[src/rtl/shared_pkg.sv]
// shared_pkg: reader state encoding, skid buffer depth and data word type
package shared_pkg;
    typedef enum logic [1:0] {IDLE, RUN, DRAIN} reader_state_e;
    localparam int SKID_DEPTH = 2;
    typedef logic [15:0] word_t;
endpackage

[src/rtl/fifo_rd_skid.sv]
// fifo_rd_skid: 2-entry in-order buffer with registered head word
module fifo_rd_skid
    import shared_pkg::*;
#(
    parameter int DATA_WIDTH = 16
) (
    input  logic                  clk,
    input  logic                  clear,
    input  logic                  push,
    input  logic [DATA_WIDTH-1:0] din,
    input  logic                  pop,
    output logic [1:0]            occ,
    output logic [DATA_WIDTH-1:0] head
);
    logic [1:0]            occ_q, occ_d, base;
    logic [DATA_WIDTH-1:0] head_q, head_d, tail_q, tail_d;
    logic                  do_pop;
    // pop shifts the tail forward; push lands in the first free slot after the pop
    always_comb begin
        do_pop = pop && occ_q != 2'd0;
        base   = occ_q - {1'b0, do_pop};
        occ_d  = base + {1'b0, push};
        head_d = (do_pop && occ_q == 2'd2) ? tail_q : (push && base == 2'd0) ? din : head_q;
        tail_d = (push && base == 2'd1) ? din : tail_q;
    end
    // storage registers, cleared synchronously
    always_ff @(posedge clk) begin
        if (clear) begin
            occ_q  <= '0;
            head_q <= '0;
            tail_q <= '0;
        end else begin
            occ_q  <= occ_d;
            head_q <= head_d;
            tail_q <= tail_d;
        end
    end
    // the read credit rule keeps a full buffer from ever receiving a word
    always_ff @(posedge clk) begin
        if (!clear && push) assert (occ_q != 2'(SKID_DEPTH));
    end
    assign occ  = occ_q;
    assign head = head_q;
endmodule

[src/rtl/fifo_stream_reader.sv]
// fifo_stream_reader: pops a 1-cycle-latency FIFO into a valid/ready stream
module fifo_stream_reader
    import shared_pkg::*;
#(
    parameter int DATA_WIDTH = 16,
    parameter int CNT_WIDTH  = 16
) (
    input  logic                  clk,
    input  logic                  rst,
    input  logic                  enable,
    input  logic                  fifo_empty,
    input  logic [DATA_WIDTH-1:0] fifo_data_out,
    input  logic                  fifo_underflow,
    output logic                  fifo_rd_en,
    output logic                  m_valid,
    output logic [DATA_WIDTH-1:0] m_data,
    input  logic                  m_ready,
    output logic                  busy,
    output logic [CNT_WIDTH-1:0]  pop_count,
    output logic                  err_underflow
);
    reader_state_e        state_q;
    logic                 inflight_q, err_q, push, m_pop;
    logic [CNT_WIDTH-1:0] pop_count_q;
    logic [1:0]           occ;
    assign m_valid = occ != 2'd0;
    assign m_pop   = m_valid && m_ready;
    assign push    = inflight_q && !fifo_underflow;
    // a read is allowed only if the word can still fit once everything in flight lands
    assign fifo_rd_en = !rst && state_q == RUN && !fifo_empty &&
                        ({1'b0, occ} + {2'b0, inflight_q}) < (3'd2 + {2'b0, m_pop});
    fifo_rd_skid #(.DATA_WIDTH(DATA_WIDTH)) u_skid (
        .clk  (clk),
        .clear(rst),
        .push (push),
        .din  (fifo_data_out),
        .pop  (m_ready),
        .occ  (occ),
        .head (m_data)
    );
    // run/drain control: drain leaves to idle only once nothing is buffered or in flight
    always_ff @(posedge clk) begin
        if (rst) state_q <= IDLE;
        else begin
            case (state_q)
                IDLE:    state_q <= enable ? RUN : IDLE;
                RUN:     state_q <= enable ? RUN : DRAIN;
                default: state_q <= enable ? RUN : (occ == 2'd0 && !inflight_q) ? IDLE : DRAIN;
            endcase
        end
    end
    // in-flight tracking, saturating pop counter and sticky underflow error
    always_ff @(posedge clk) begin
        if (rst) begin
            inflight_q  <= 1'b0;
            pop_count_q <= '0;
            err_q       <= 1'b0;
        end else begin
            inflight_q <= fifo_rd_en;
            if (push && pop_count_q != {CNT_WIDTH{1'b1}}) pop_count_q <= pop_count_q + 1'b1;
            err_q <= err_q | fifo_underflow;
        end
    end
    assign busy          = state_q != IDLE;
    assign pop_count     = pop_count_q;
    assign err_underflow = err_q;
endmodule

[config.mk]
export PLATFORM = sky130hd
export DESIGN_NAME = fifo_stream_reader
export DESIGN_NICKNAME = d
export VERILOG_FILES = /design/src/rtl/shared_pkg.sv /design/src/rtl/fifo_rd_skid.sv /design/src/rtl/fifo_stream_reader.sv
export SDC_FILE = /design/constraint.sdc
export NUM_CORES = 1
export LEC_CHECK = 0
export CAP_MARGIN = 0
export CORE_MARGIN = 3
export CORE_UTILIZATION = 35
export DETAILED_ROUTE_END_ITERATION = 10
export HOLD_SLACK_MARGIN = 0.1
export PLACE_DENSITY = 0.59
export SLEW_MARGIN = 30
export SYNTH_ARGS = -nofsm -noshare
export SYNTH_HDL_FRONTEND = slang
export SYNTH_SLANG_ARGS = --single-unit
export TNS_END_PERCENT = 100
[constraint.sdc]
create_clock -name clk -period 2.55 [get_ports clk]
set_clock_uncertainty 0.1 [all_clocks]
set_input_delay 0.51 -clock clk [delete_from_list [all_inputs] [get_ports clk]]
set_output_delay 0.51 -clock clk [all_outputs]
set_load 0.02 [all_outputs]
; Word level (Yosys, flattened, before mapping)
; Index checks and enable logic that the tools add are counted.
[op_classes]
add_sub_neg = 5
n_mul = 0
div = 0
magnitude_cmp = 1
eq_ne = 4
shift = 0
n_mux = 7
bitwise_logic = 1
reduce_logical = 20
[op_table]
columns = cell, n
row1 = $mux W16, 2
row2 = $add A16 B1 Y16 const B, 1
row3 = $ne A16 B16 Y1 const B, 1
row4 = $logic_and A1 B1 Y1, 10
row5 = $logic_not A2 Y1, 3
row6 = $mux W2, 3
row7 = $reduce_bool A2 Y1, 3
row8 = $eq A2 B1 Y1 const B, 2
row9 = $logic_not A1 Y1, 4
row10 = $pmux W2 S2, 1
row11 = $add A2 B1 Y3, 1
row12 = $add A2 B1 Y3 const A, 1
row13 = $lt A3 B3 Y1, 1
row14 = $add A2 B1 Y2, 1
row15 = $eq A2 B2 Y1 const B, 1
row16 = $sub A2 B1 Y2, 1
row17 = $mux W1, 1
row18 = $or A1 B1 Y1, 1
[word_totals]
register_bits = 54
latch_bits = 0
mem_bits_rw = 0
rom_bits = 0
output_inout_bits = 36
elab_cells = 45
mem_count = 0

; Logic depth before layout (Yosys ltp)
[logic_depth]
ltp_word = 7
mapped_depth = 8
mapped_depth_nobuf = 7

; Cells and area by module
; A second synthesis with hierarchy kept.
[hier_totals]
hier_cells = 320
hier_area_um2 = 2889.0
[modules_own_cells]
columns = module, n_inst, cells_each, area_each_um2, seq_area_each_um2
row1 = fifo_rd_skid, 1, 205, 1825.5, 680.7
row2 = fifo_stream_reader, 1, 115, 1063.5, 400.4

; Least setup slack after synthesis
; No wires, ideal clock.
[synth_path]
kind = flip-flop to output port
start = reg u_skid.occ_q[1], in the netlist u_skid.occ[1]
end = out fifo_rd_en
arrival_time_ns = 1.914
required_ns = 1.940
setup_slack_ns = 0.026
path_stages_with_launch = 5
path_cell_list = dfxtp_1 or2_2 and2_1 nand2b_1 a2111oi_0
[synth_via]
elab_chain_cells = 5
[synth_lines]
columns = item, line_no
row1 = from (decl), fifo_rd_skid.sv:15  ; logic [1:0] occ_q, occ_d, base;
row2 = from (signal assigned), fifo_rd_skid.sv:29  ; occ_q <= '0;
row3 = from (signal assigned), fifo_rd_skid.sv:33  ; occ_q <= occ_d;
row4 = $reduce_bool A2 Y1, fifo_stream_reader.sv:26  ; assign m_valid = occ != 2'd0;
row5 = named net m_valid, fifo_stream_reader.sv:15  ; output logic m_valid,
row6 = $logic_and A1 B1 Y1, fifo_stream_reader.sv:27  ; assign m_pop = m_valid && m_ready;
row7 = $add A2 B1 Y3, fifo_stream_reader.sv:31  ; ({1'b0, occ} + {2'b0, inflight_q}) < (3'd2 + {2'b0, m_pop});
row8 = $lt A3 B3 Y1, fifo_stream_reader.sv:31
row9 = $logic_and A1 B1 Y1, fifo_stream_reader.sv:30  ; assign fifo_rd_en = !rst && state_q == RUN && !fifo_empty &&
row10 = to (decl), fifo_stream_reader.sv:14  ; output logic fifo_rd_en,
; The timed path passes the listed nets, and every way through them passes these cells.

; Final worst setup path
[layout_path]
start = in m_ready
end = out fifo_rd_en
[layout_via]
elab_chain_cells = 4
[layout_lines]
columns = item, line_no
row1 = from (decl), fifo_stream_reader.sv:17  ; input logic m_ready,
row2 = $logic_and A1 B1 Y1, fifo_stream_reader.sv:27
row3 = $add A2 B1 Y3, fifo_stream_reader.sv:31
row4 = $lt A3 B3 Y1, fifo_stream_reader.sv:31
row5 = $logic_and A1 B1 Y1, fifo_stream_reader.sv:30
; Every way passes these cells.

==> metrics.txt <==
status=finished clean; GP Congestion=between 0.7 and 0.8; later-pin clock latency in the skew report=between 0.3 and 0.4 ns; maxcap violations=0; H-tree Lvls=2; PortBufs=57; Hold Crit Class=reg -> reg; VDD IR max=around 0.29 mV; Critical Path Fanout Max=2; Layout Nets=about 350; met2 Usage GRT=22.3%; Routed WL=roughly 5300 um; sequential share of the synthesized area=44.9%; area grow syn2layout=33.6%; syn_area_per_cell=between 9 and 10 sq um; total gr overflow=0; power after layout=between 1.5 and 2 mW; final cycle utilization of the critical path=a little over nine tenths; Rows=29; full die area=slightly below 8000 sq um; die height=roughly 89 um; clock root buffer master=clkbuf_8; Slew @ Worst Pin=roughly 0.61 ns; CTS tree=done; Most Used Layer, Global Route=met2; number of flops mapped to enable cells by yosys=0; Synth Warn #=0; I/O pins=58; Total GRT Usage=14.3%; Critical Path End Type=output port; vias in the first global route=around 1900; crit path kind=in -> out; commonest non-fill, non-tap cell in the layout=clkdlybuf4s50_1; die width=~89 um; ys async rst share=0%; setup bufs post-CTS=0; Tmin final=~2.4 ns; clock buffer count from CTS=5; final setup violation count=0; Antenna Cells=0; CP Data Required Time=between 1.5 and 2 ns; CTS sink cnt=54; Leak=roughly 1.2 nW; Net Count, Synth=287; drt drc=0; first-pass GRT wire length=8930 um; share of post-route cells with drive strength above 1=about a tenth; Setup TNS=0 ns; Final HPWL DP=roughly 3700 um; hold buffer count at CTS=0; drt pass-1 iters=4; RSZ-0062 raised after global routing=no; CTS clk-pin slew, worst paths=0.09 ns; CP Launch Type=input pin; Final Hold Violating Endpoints=0; Routed wire per std cell=about 13 um; largest net degree at the start of global routing=between 50 and 60; initial antenna violation count=0; most frequent cells in the layout=55 x clkdlybuf4s50_1, 54 x dfxtp_1, 43 x nor2_1; Via Count=~2000; final max-slew violation count=0; starting density of the core=37.1%; Rel. slew slack=approximately three fifths; met1 GRT Util=a little under a fifth; Cell variety after synth=slightly above 40; ys flop type=dfxtp_1; mapped cell area=about 2400 sq um; vias per cell=slightly above 5; iteration-0 DRC count of the detailed router=103; antenna-violating nets left=0; met3 Track Usage GR=4.24%; core box area=6490 sq um; FF+latch count, synth=54; Max Freq=between 0.4 and 0.5 GHz; Mapped Cells=260; data arrival time of the critical path=1.81 ns; Power Dens Cells=between 500 and 600 nW/um^2; Max clock buf depth=2
-- what timing repair did --
item,4_1_cts,5_1_grt
resized for setup,3,2
endpoints found under the hold margin,0,0
endpoints found under the setup margin,1,1
-- routing by layer --
metal,part of all wire (%),vias up
li1,-,1058
met1,49,928
met2,44,43
met3,5.3,5
met4,0.85,0
met5,0,-
-- Yosys cell counts, drive strengths merged, types with 6 or more instances --
cell     n  share of area [%]
nand3    6                1.5
inv      8                1.2
nor3     8                1.9
nand2    6               0.93
mux2i   33                 14
clkbuf   8                1.3
a21oi   10                2.1
nor2    43                6.7
dfxtp   54                 45
o31ai    6                1.9
a211oi  16                5.0
buf      7                1.5
-- final timing paths --
check        slack [ns]           from        endpoint  cells past startpoint
max                0.13        m_ready      fifo_rd_en                      5
min                0.38  err_underflow   err_underflow                      2
max reg2reg        0.21  u_skid.occ[1]  u_skid.head[6]                      9
min reg2reg        0.38  err_underflow   err_underflow                      2
-- worst max-delay path, cell delays in order --
cell and delay [ns]:
clkdlybuf4s50_1 0.47, and2_1 0.15, nand2b_1 0.07, a2111oi_1 0.38, buf_2 0.23
-- sequential cells by signal (all words and copies together), names as in the netlist --
register       count
u_skid.head       16
state_q            2
err_underflow      1
pop_count         16
inflight_q         1
u_skid.occ         2
u_skid.tail_q     16
-- cell families after synthesis --
kind of cell               count (synthesis)  synth area share (%)
AOI/OAI and AO/OA                         42                  11.9
xor gates and xnor gates                   2                 0.727
adders and majority gates                  5                  2.60
buffers and inverters                     23                  4.00
DFF                                       54                  44.9
muxes                                     36                  15.1
and+or+nand+nor                           98                  20.8
-- power by group --
part,switching (mW),internal [mW],leakage [nW]
combinational,0.194,0.192,0.717
sequential,0.0266,0.884,0.437
clock,0.289,0.194,0.0441
total,0.510,1.27,1.20
-- area by class of cell --
| cell class | count | area, sq um |
|---|---|---|
| clock buffers | 5 | 68.8 |
| clock inverters | 3 | 21.3 |
| fillers | 627 | 3280 |
| inverters | 8 | 30.0 |
| multi-input cells | 183 | 1250 |
| flip-flops and latches | 54 | 1080 |
| well taps | 77 | 96.3 |
| repair buffers | 68 | 668 |
-- through the flow --
stage / setup WS [ns] / area, sq um / util, % / hold slack [ns] / cells
2_1_floorplan: 0.0258 / 2410 / - / 0.335 / 260
3_3_place_gp: -0.317 / 3130 / 48.2 / 0.354 / 390
3_5_place_dp: -0.356 / 3130 / 48.2 / 0.363 / 390
4_1_cts: 0.00246 / 3220 / 49.6 / 0.384 / 398
5_1_grt: 0.00798 / 3220 / 49.6 / 0.404 / 398
6_report: 0.128 / 3220 / 49.6 / 0.381 / 398
No activity file was read; power rests on OpenSTA's default activity.
